===== src/rtl/fc2_argmax_reader.sv =====
// fc2_argmax_reader: latches the ten FC2 class scores and finds the argmax with one compare per cycle.
// Optional macro ARGMAX_NAN_SKIP_EN: NaN scores are excluded from the argmax.
module fc2_argmax_reader #(
  parameter int DATA_WIDTH        = 32,
  parameter int NUMBER_OF_CLASSES = 10,
  parameter int CLASS_BITS        = 4
) (
  input  logic                  clk,
  input  logic                  reset,
  input  logic [DATA_WIDTH-1:0] Data_in_1,
  input  logic [DATA_WIDTH-1:0] Data_in_2,
  input  logic [DATA_WIDTH-1:0] Data_in_3,
  input  logic [DATA_WIDTH-1:0] Data_in_4,
  input  logic [DATA_WIDTH-1:0] Data_in_5,
  input  logic [DATA_WIDTH-1:0] Data_in_6,
  input  logic [DATA_WIDTH-1:0] Data_in_7,
  input  logic [DATA_WIDTH-1:0] Data_in_8,
  input  logic [DATA_WIDTH-1:0] Data_in_9,
  input  logic [DATA_WIDTH-1:0] Data_in_10,
  input  logic                  Get_final_value,
  input  logic                  result_ack,
  input  logic [CLASS_BITS-1:0] rd_index,
  output logic [DATA_WIDTH-1:0] rd_data,
  output logic [CLASS_BITS-1:0] class_id,
  output logic [DATA_WIDTH-1:0] max_value,
  output logic                  result_valid,
  output logic                  busy,
  output logic                  overflow_err
);

  if (DATA_WIDTH != 32 || NUMBER_OF_CLASSES != 10 || CLASS_BITS != 4) begin : g_param_check
    $error("fc2_argmax_reader: only DATA_WIDTH=32, NUMBER_OF_CLASSES=10, CLASS_BITS=4 are supported");
  end

  localparam logic [1:0] S_IDLE = 2'd0;
  localparam logic [1:0] S_SCAN = 2'd1;
  localparam logic [1:0] S_DONE = 2'd2;

  localparam logic [CLASS_BITS-1:0] LAST_IDX  = CLASS_BITS'(NUMBER_OF_CLASSES - 1);
  localparam logic [CLASS_BITS-1:0] NUM_IDX   = CLASS_BITS'(NUMBER_OF_CLASSES);

  // Strict a > b on binary32; +0 and -0 compare equal.
  function automatic logic fp_gt(input logic [DATA_WIDTH-1:0] a, input logic [DATA_WIDTH-1:0] b);
    logic res;
    if (a[DATA_WIDTH-1] != b[DATA_WIDTH-1])
      res = !a[DATA_WIDTH-1] && !((a[DATA_WIDTH-2:0] == '0) && (b[DATA_WIDTH-2:0] == '0));
    else if (!a[DATA_WIDTH-1])
      res = a[DATA_WIDTH-2:0] > b[DATA_WIDTH-2:0];
    else
      res = a[DATA_WIDTH-2:0] < b[DATA_WIDTH-2:0];
    return res;
  endfunction

`ifdef ARGMAX_NAN_SKIP_EN
  localparam logic [DATA_WIDTH-1:0] NAN_CANON = 32'h7FC00000;

  function automatic logic is_nan(input logic [DATA_WIDTH-1:0] a);
    return (a[30:23] == 8'hFF) && (a[22:0] != '0);
  endfunction

  logic best_ok_q, best_ok_d;
`endif

  logic [DATA_WIDTH-1:0] din      [NUMBER_OF_CLASSES];
  logic [DATA_WIDTH-1:0] scores_q [NUMBER_OF_CLASSES];
  logic [DATA_WIDTH-1:0] scores_d [NUMBER_OF_CLASSES];

  logic [1:0]            state_q, state_d;
  logic [DATA_WIDTH-1:0] best_val_q, best_val_d;
  logic [CLASS_BITS-1:0] best_idx_q, best_idx_d;
  logic [CLASS_BITS-1:0] idx_q, idx_d;
  logic [CLASS_BITS-1:0] class_id_q, class_id_d;
  logic [DATA_WIDTH-1:0] max_value_q, max_value_d;
  logic                  valid_q, valid_d;
  logic                  overflow_q, overflow_d;
  logic [DATA_WIDTH-1:0] cand;
  logic                  take;
  logic                  capture;

  assign din[0] = Data_in_1;
  assign din[1] = Data_in_2;
  assign din[2] = Data_in_3;
  assign din[3] = Data_in_4;
  assign din[4] = Data_in_5;
  assign din[5] = Data_in_6;
  assign din[6] = Data_in_7;
  assign din[7] = Data_in_8;
  assign din[8] = Data_in_9;
  assign din[9] = Data_in_10;

  assign capture = Get_final_value && (state_q != S_SCAN);
  assign cand    = scores_q[idx_q];

`ifdef ARGMAX_NAN_SKIP_EN
  assign take = !is_nan(cand) && (!best_ok_q || fp_gt(cand, best_val_q));
`else
  assign take = fp_gt(cand, best_val_q);
`endif

  always_comb begin
    state_d     = state_q;
    scores_d    = scores_q;
    best_val_d  = best_val_q;
    best_idx_d  = best_idx_q;
    idx_d       = idx_q;
    class_id_d  = class_id_q;
    max_value_d = max_value_q;
    valid_d     = valid_q;
    overflow_d  = overflow_q;
`ifdef ARGMAX_NAN_SKIP_EN
    best_ok_d   = best_ok_q;
`endif

    case (state_q)
      S_IDLE: ;
      S_SCAN: begin
        if (Get_final_value) overflow_d = 1'b1;
        if (take) begin
          best_val_d = cand;
          best_idx_d = idx_q;
`ifdef ARGMAX_NAN_SKIP_EN
          best_ok_d  = 1'b1;
`endif
        end
        // The result registers take the post-compare best of the last index.
        if (idx_q == LAST_IDX) begin
          state_d     = S_DONE;
          valid_d     = 1'b1;
          class_id_d  = best_idx_d;
          max_value_d = best_val_d;
`ifdef ARGMAX_NAN_SKIP_EN
          if (!best_ok_d) begin
            class_id_d  = '1;
            max_value_d = NAN_CANON;
          end
`endif
        end else begin
          idx_d = idx_q + 1'b1;
        end
      end
      S_DONE: begin
        if (result_ack) begin
          valid_d = 1'b0;
          state_d = S_IDLE;
        end
      end
      default: state_d = S_IDLE;
    endcase

    // A new strobe outside SCAN always starts a capture, even alongside an ack.
    if (capture) begin
      scores_d   = din;
      best_val_d = din[0];
      best_idx_d = '0;
      idx_d      = CLASS_BITS'(1);
      valid_d    = 1'b0;
      state_d    = S_SCAN;
`ifdef ARGMAX_NAN_SKIP_EN
      best_ok_d  = !is_nan(din[0]);
`endif
    end
  end

  always_ff @(posedge clk) begin
    if (reset) begin
      state_q     <= S_IDLE;
      scores_q    <= '{default: '0};
      best_val_q  <= '0;
      best_idx_q  <= '0;
      idx_q       <= '0;
      class_id_q  <= '0;
      max_value_q <= '0;
      valid_q     <= 1'b0;
      overflow_q  <= 1'b0;
`ifdef ARGMAX_NAN_SKIP_EN
      best_ok_q   <= 1'b0;
`endif
    end else begin
      state_q     <= state_d;
      scores_q    <= scores_d;
      best_val_q  <= best_val_d;
      best_idx_q  <= best_idx_d;
      idx_q       <= idx_d;
      class_id_q  <= class_id_d;
      max_value_q <= max_value_d;
      valid_q     <= valid_d;
      overflow_q  <= overflow_d;
`ifdef ARGMAX_NAN_SKIP_EN
      best_ok_q   <= best_ok_d;
`endif
    end
  end

  always_comb begin
    rd_data = '0;
    if (rd_index < NUM_IDX) rd_data = scores_q[rd_index];
  end

  assign class_id     = class_id_q;
  assign max_value    = max_value_q;
  assign result_valid = valid_q;
  assign busy         = (state_q == S_SCAN);
  assign overflow_err = overflow_q;

endmodule


===== config.mk =====
export PLATFORM = sky130hd
export DESIGN_NAME = fc2_argmax_reader
export DESIGN_NICKNAME = d
export VERILOG_FILES = /design/src/rtl/fc2_argmax_reader.sv
export SDC_FILE = /design/constraint.sdc
export NUM_CORES = 1
export LEC_CHECK = 0
export ABC_CLOCK_PERIOD_IN_PS = 5200
export CORE_MARGIN = 2
export CORE_UTILIZATION = 53
export DETAILED_ROUTE_END_ITERATION = 12
export PLACE_DENSITY_LB_ADDON = 0.08
export SLEW_MARGIN = 20
export SYNTH_ARGS = -nofsm -noshare
export SYNTH_HDL_FRONTEND = slang
export SYNTH_SLANG_ARGS = --single-unit

===== constraint.sdc =====
create_clock -name clk -period 5.2 [get_ports clk]
set_clock_uncertainty 0.15 [all_clocks]
set_input_delay 1.3 -clock clk [delete_from_list [all_inputs] [get_ports clk]]
set_output_delay 1.3 -clock clk [all_outputs]
set_load 0.03 [all_outputs]

==> results by group <==
Timing
  – Worst slew margin: 35.3%
  – Tmin final: around 5000 ps
  – Fmax: between 0.15 and 0.2 GHz
  – Worst slew pin tran: just under 1000 ps
  – Tcrit/Tclk final: between 90 and 100%
  – Slew Limit Fails: 0
  – Setup-failing EPs final: 0
  – Final-report hold violation count: 0

Setup path
  – Crit-path most repeated cell: buf_4
  – Worst path cell trace: buf_4 > mux4_2 > a22o_1 > a21oi_1 > inv_1 > ha_1 > a21o_1 > a21o_1 > a21oi_1 > o31ai_1 > a211oi_1 > buf_4 > mux2i_2 > buf_4 > nor4_1 > a2111oi_0
  – CP top delay family: compound AO/OA/AOI/OAI gates
  – Setup crit end kind: flip-flop
  – CP arrival: 5340 ps
  – Critical Path Slowest Stage Cell: mux4_2
  – Req. time, crit path: around 5500 ps
  – Critical path class: reg2reg
  – Type of origin of the critical path: flip-flop
  – Flop2flop setup slack: between 150 and 200 ps
  – Critical-path maximum fanout: 15
  – Slowest Stage Delay on Critical Path: ~580 ps
  – Worst path bufs/invs: 4

Synthesis
  – Synth Register Bits: 400
  – Synthesized cell area: about 21,000 um2
  – Library cells used by synthesis: just under 60
  – Post-synth top flop: dfxtp_1
  – Post-synthesis sequential area ratio: a little under two fifths
  – Post-Syn Instances: 2,435
  – Syn. warnings: 0
  – Synthesized area per cell: roughly 8.6 um2
  – EDFF count, synth: 0
  – Net count after synthesis: about 2,800
  – FFs w/ async S/R, synth: 0%

Global routing
  – First-pass GRT wire length: 125,000 um
  – Initial antenna violation count: 2
  – Grt met3 use: 10.5%
  – Grt ovf: 0
  – Met1 usage: between 50% and 60%
  – Grt peak-use layer: met2
  – Met2 usage: 59.0%
  – Largest net degree at the start of global routing: between 100 and 150
  – Vias in the first global route: about 20,000
  – Total GRT Usage: between 40% and 50%

Clock tree
  – CTS tree: built
  – Clock Latency Late Sink: ~600 ps
  – H-tree Lvls: 2
  – Hold buffers post-CTS: 0
  – TritonCTS Sinks: 400
  – Worst-path clk slew: approximately 60 ps
  – Root buf cell: clkbuf_16
  – Clk buf depth: 3
  – TritonCTS Buffers: 44

Detailed routing
  – Routed wire length: roughly 86,000 um
  – Remaining DRCs: 0
  – Number of vias per cell: 6.40
  – Vias: roughly 21,000
  – DRT iter0 DRCs: around 2,700
  – DRT Pass-1 Iters: 8
  – ANT nets after route: 0
  – Mean routed wirelength per cell: roughly 26 um

Run status
  – Status: finished, final reports clean

Min path
  – HP Class: reg2reg

Floorplan
  – I/O pins: approximately 400
  – DIE AREA: between 40,000 and 50,000 um2
  – Die H: between 200 and 250 um
  – CORE AREA: slightly below 40,000 um2
  – Initial core utilization: between 50 and 60%
  – Die width: approximately 200 um
  – Row cnt: between 70 and 80

Power
  – Static Leak: between 9 and 10 nW
  – PD cells: approximately 320 nW/um2
  – Overall Power: about 8.5 mW
  – VDD IR-drop max: 0.224 mV

Place
  – Placed Cells incl. Taps: approximately 3,200
  – Routability cong.: just over 1
  – Post-DP HPWL: 64,100 um
  – I/O Buffers: between 300 and 400

Cells and area
  – Nets@finish: 3,096
  – Commonest non-fill, non-tap cell in the layout: nand2_1
  – Share of layout cells above drive strength 1: between 10 and 15%
  – Area growth, synth to finish: 28.6%
  – Finished Layout Cells: approximately 3,300
  – Fillers: 3,165
  – Most frequent cells in the layout: nand2_1 (688), a21oi_1 (400), dfxtp_1 (398)

Job
  – Max_cap viols: 0
[stage by stage]
step	util (%)	setup WS (ps)	TNS [ps]	area, um2	hold WS, ps
final	69.5	172	0	27000	317
after global routing	69.4	-34.6	-34.6	27000	330
after CTS	69.4	150	0	26900	317
after detailed placement	65.6	165	0	25500	307
after global placement	65.6	367	0	25500	302
after floorplan	-	340	0	21000	292
[cells in the mapped netlist, types with 20 or more instances]
library cell  number  area share, %
a2111oi_0         20           0.84
a21oi_1          400            9.5
a221oi_1          34            1.4
a311o_1           29            1.4
buf_1             27           0.48
clkbuf_1         185            3.3
dfxtp_1          400             38
ha_1              33            2.0
inv_1             50           0.89
mux2_2            50            2.7
mux2i_1           96            4.6
mux4_2           107             11
nand2_1          689             12
nand4_1           36            1.1
nor2_1            36           0.64
nor3b_1           31            1.1
o22ai_1           20           0.60
o311a_1           32            1.5
[cells by family after synthesis]
kind of cell	after synthesis	synth area share (%)
xor+xnor	1	0.0418
simple gates	847	17.0
buf+inv	285	5.37
compound gates	616	18.7
mux	253	18.8
flops	400	38.2
fa+ha+maj	33	1.97
[worst reg2reg max path: stages (launching register included)]
cell	delay [ps]
dfxtp_4	550
buf_4	270
mux4_2	590
a22o_1	200
a21oi_1	390
inv_1	150
ha_1	320
a21o_1	190
a21o_1	170
a21oi_1	170
o31ai_1	100
a211oi_1	390
buf_4	190
mux2i_2	320
buf_4	270
nor4_1	80
a2111oi_0	400
[report_power, final]
group          switching (mW)  internal [mW]  total (mW)
logic                    1.04          0.820        1.86
clock network            1.34           1.84        3.18
registers               0.211           3.25        3.46
[sequential cells by signal (all words and copies together) (netlist names)]
signal / count
scores_q: 320
best_val_q: 32
max_value: 32
best_idx_q: 4
class_id: 4
idx_q: 4
state_q: 2
overflow_err: 1
result_valid: 1
[final timing paths]
kind	start	to	cells after the start
setup / recovery	idx_q[0]	best_val_q[16]	16
hold / removal	scores_q[126]	scores_q[126]	2
setup reg to reg	idx_q[0]	best_val_q[16]	16
hold reg to reg	scores_q[126]	scores_q[126]	2
[timing repair]
item                                   4_1_cts  5_1_grt
gates resized for setup                      0        1
setup endpoints to repair                    0       20
endpoints found under the hold margin        0        0
buffers inserted                             0        1
[layout make-up]
cell class,count,area [um2],share of cell area [%]
multi-input combinational,1750,11900,44.1
tap,518,648,2.40
inverter,51,191,0.710
clock buffer,64,1300,4.82
antenna,1,2.50,0.00928
clock inverter,17,158,0.585
timing repair buffer,488,4770,17.7
sequential,400,8020,29.7
[metal layers]
layer / wire, um / vias to the layer above
met4: 5620 / 0
met2: 36200 / 1405
li1: - / 9378
met1: 33100 / 10000
met5: 0 / -
met3: 10600 / 270
Note: power is estimated with default switching activity, not from simulation.
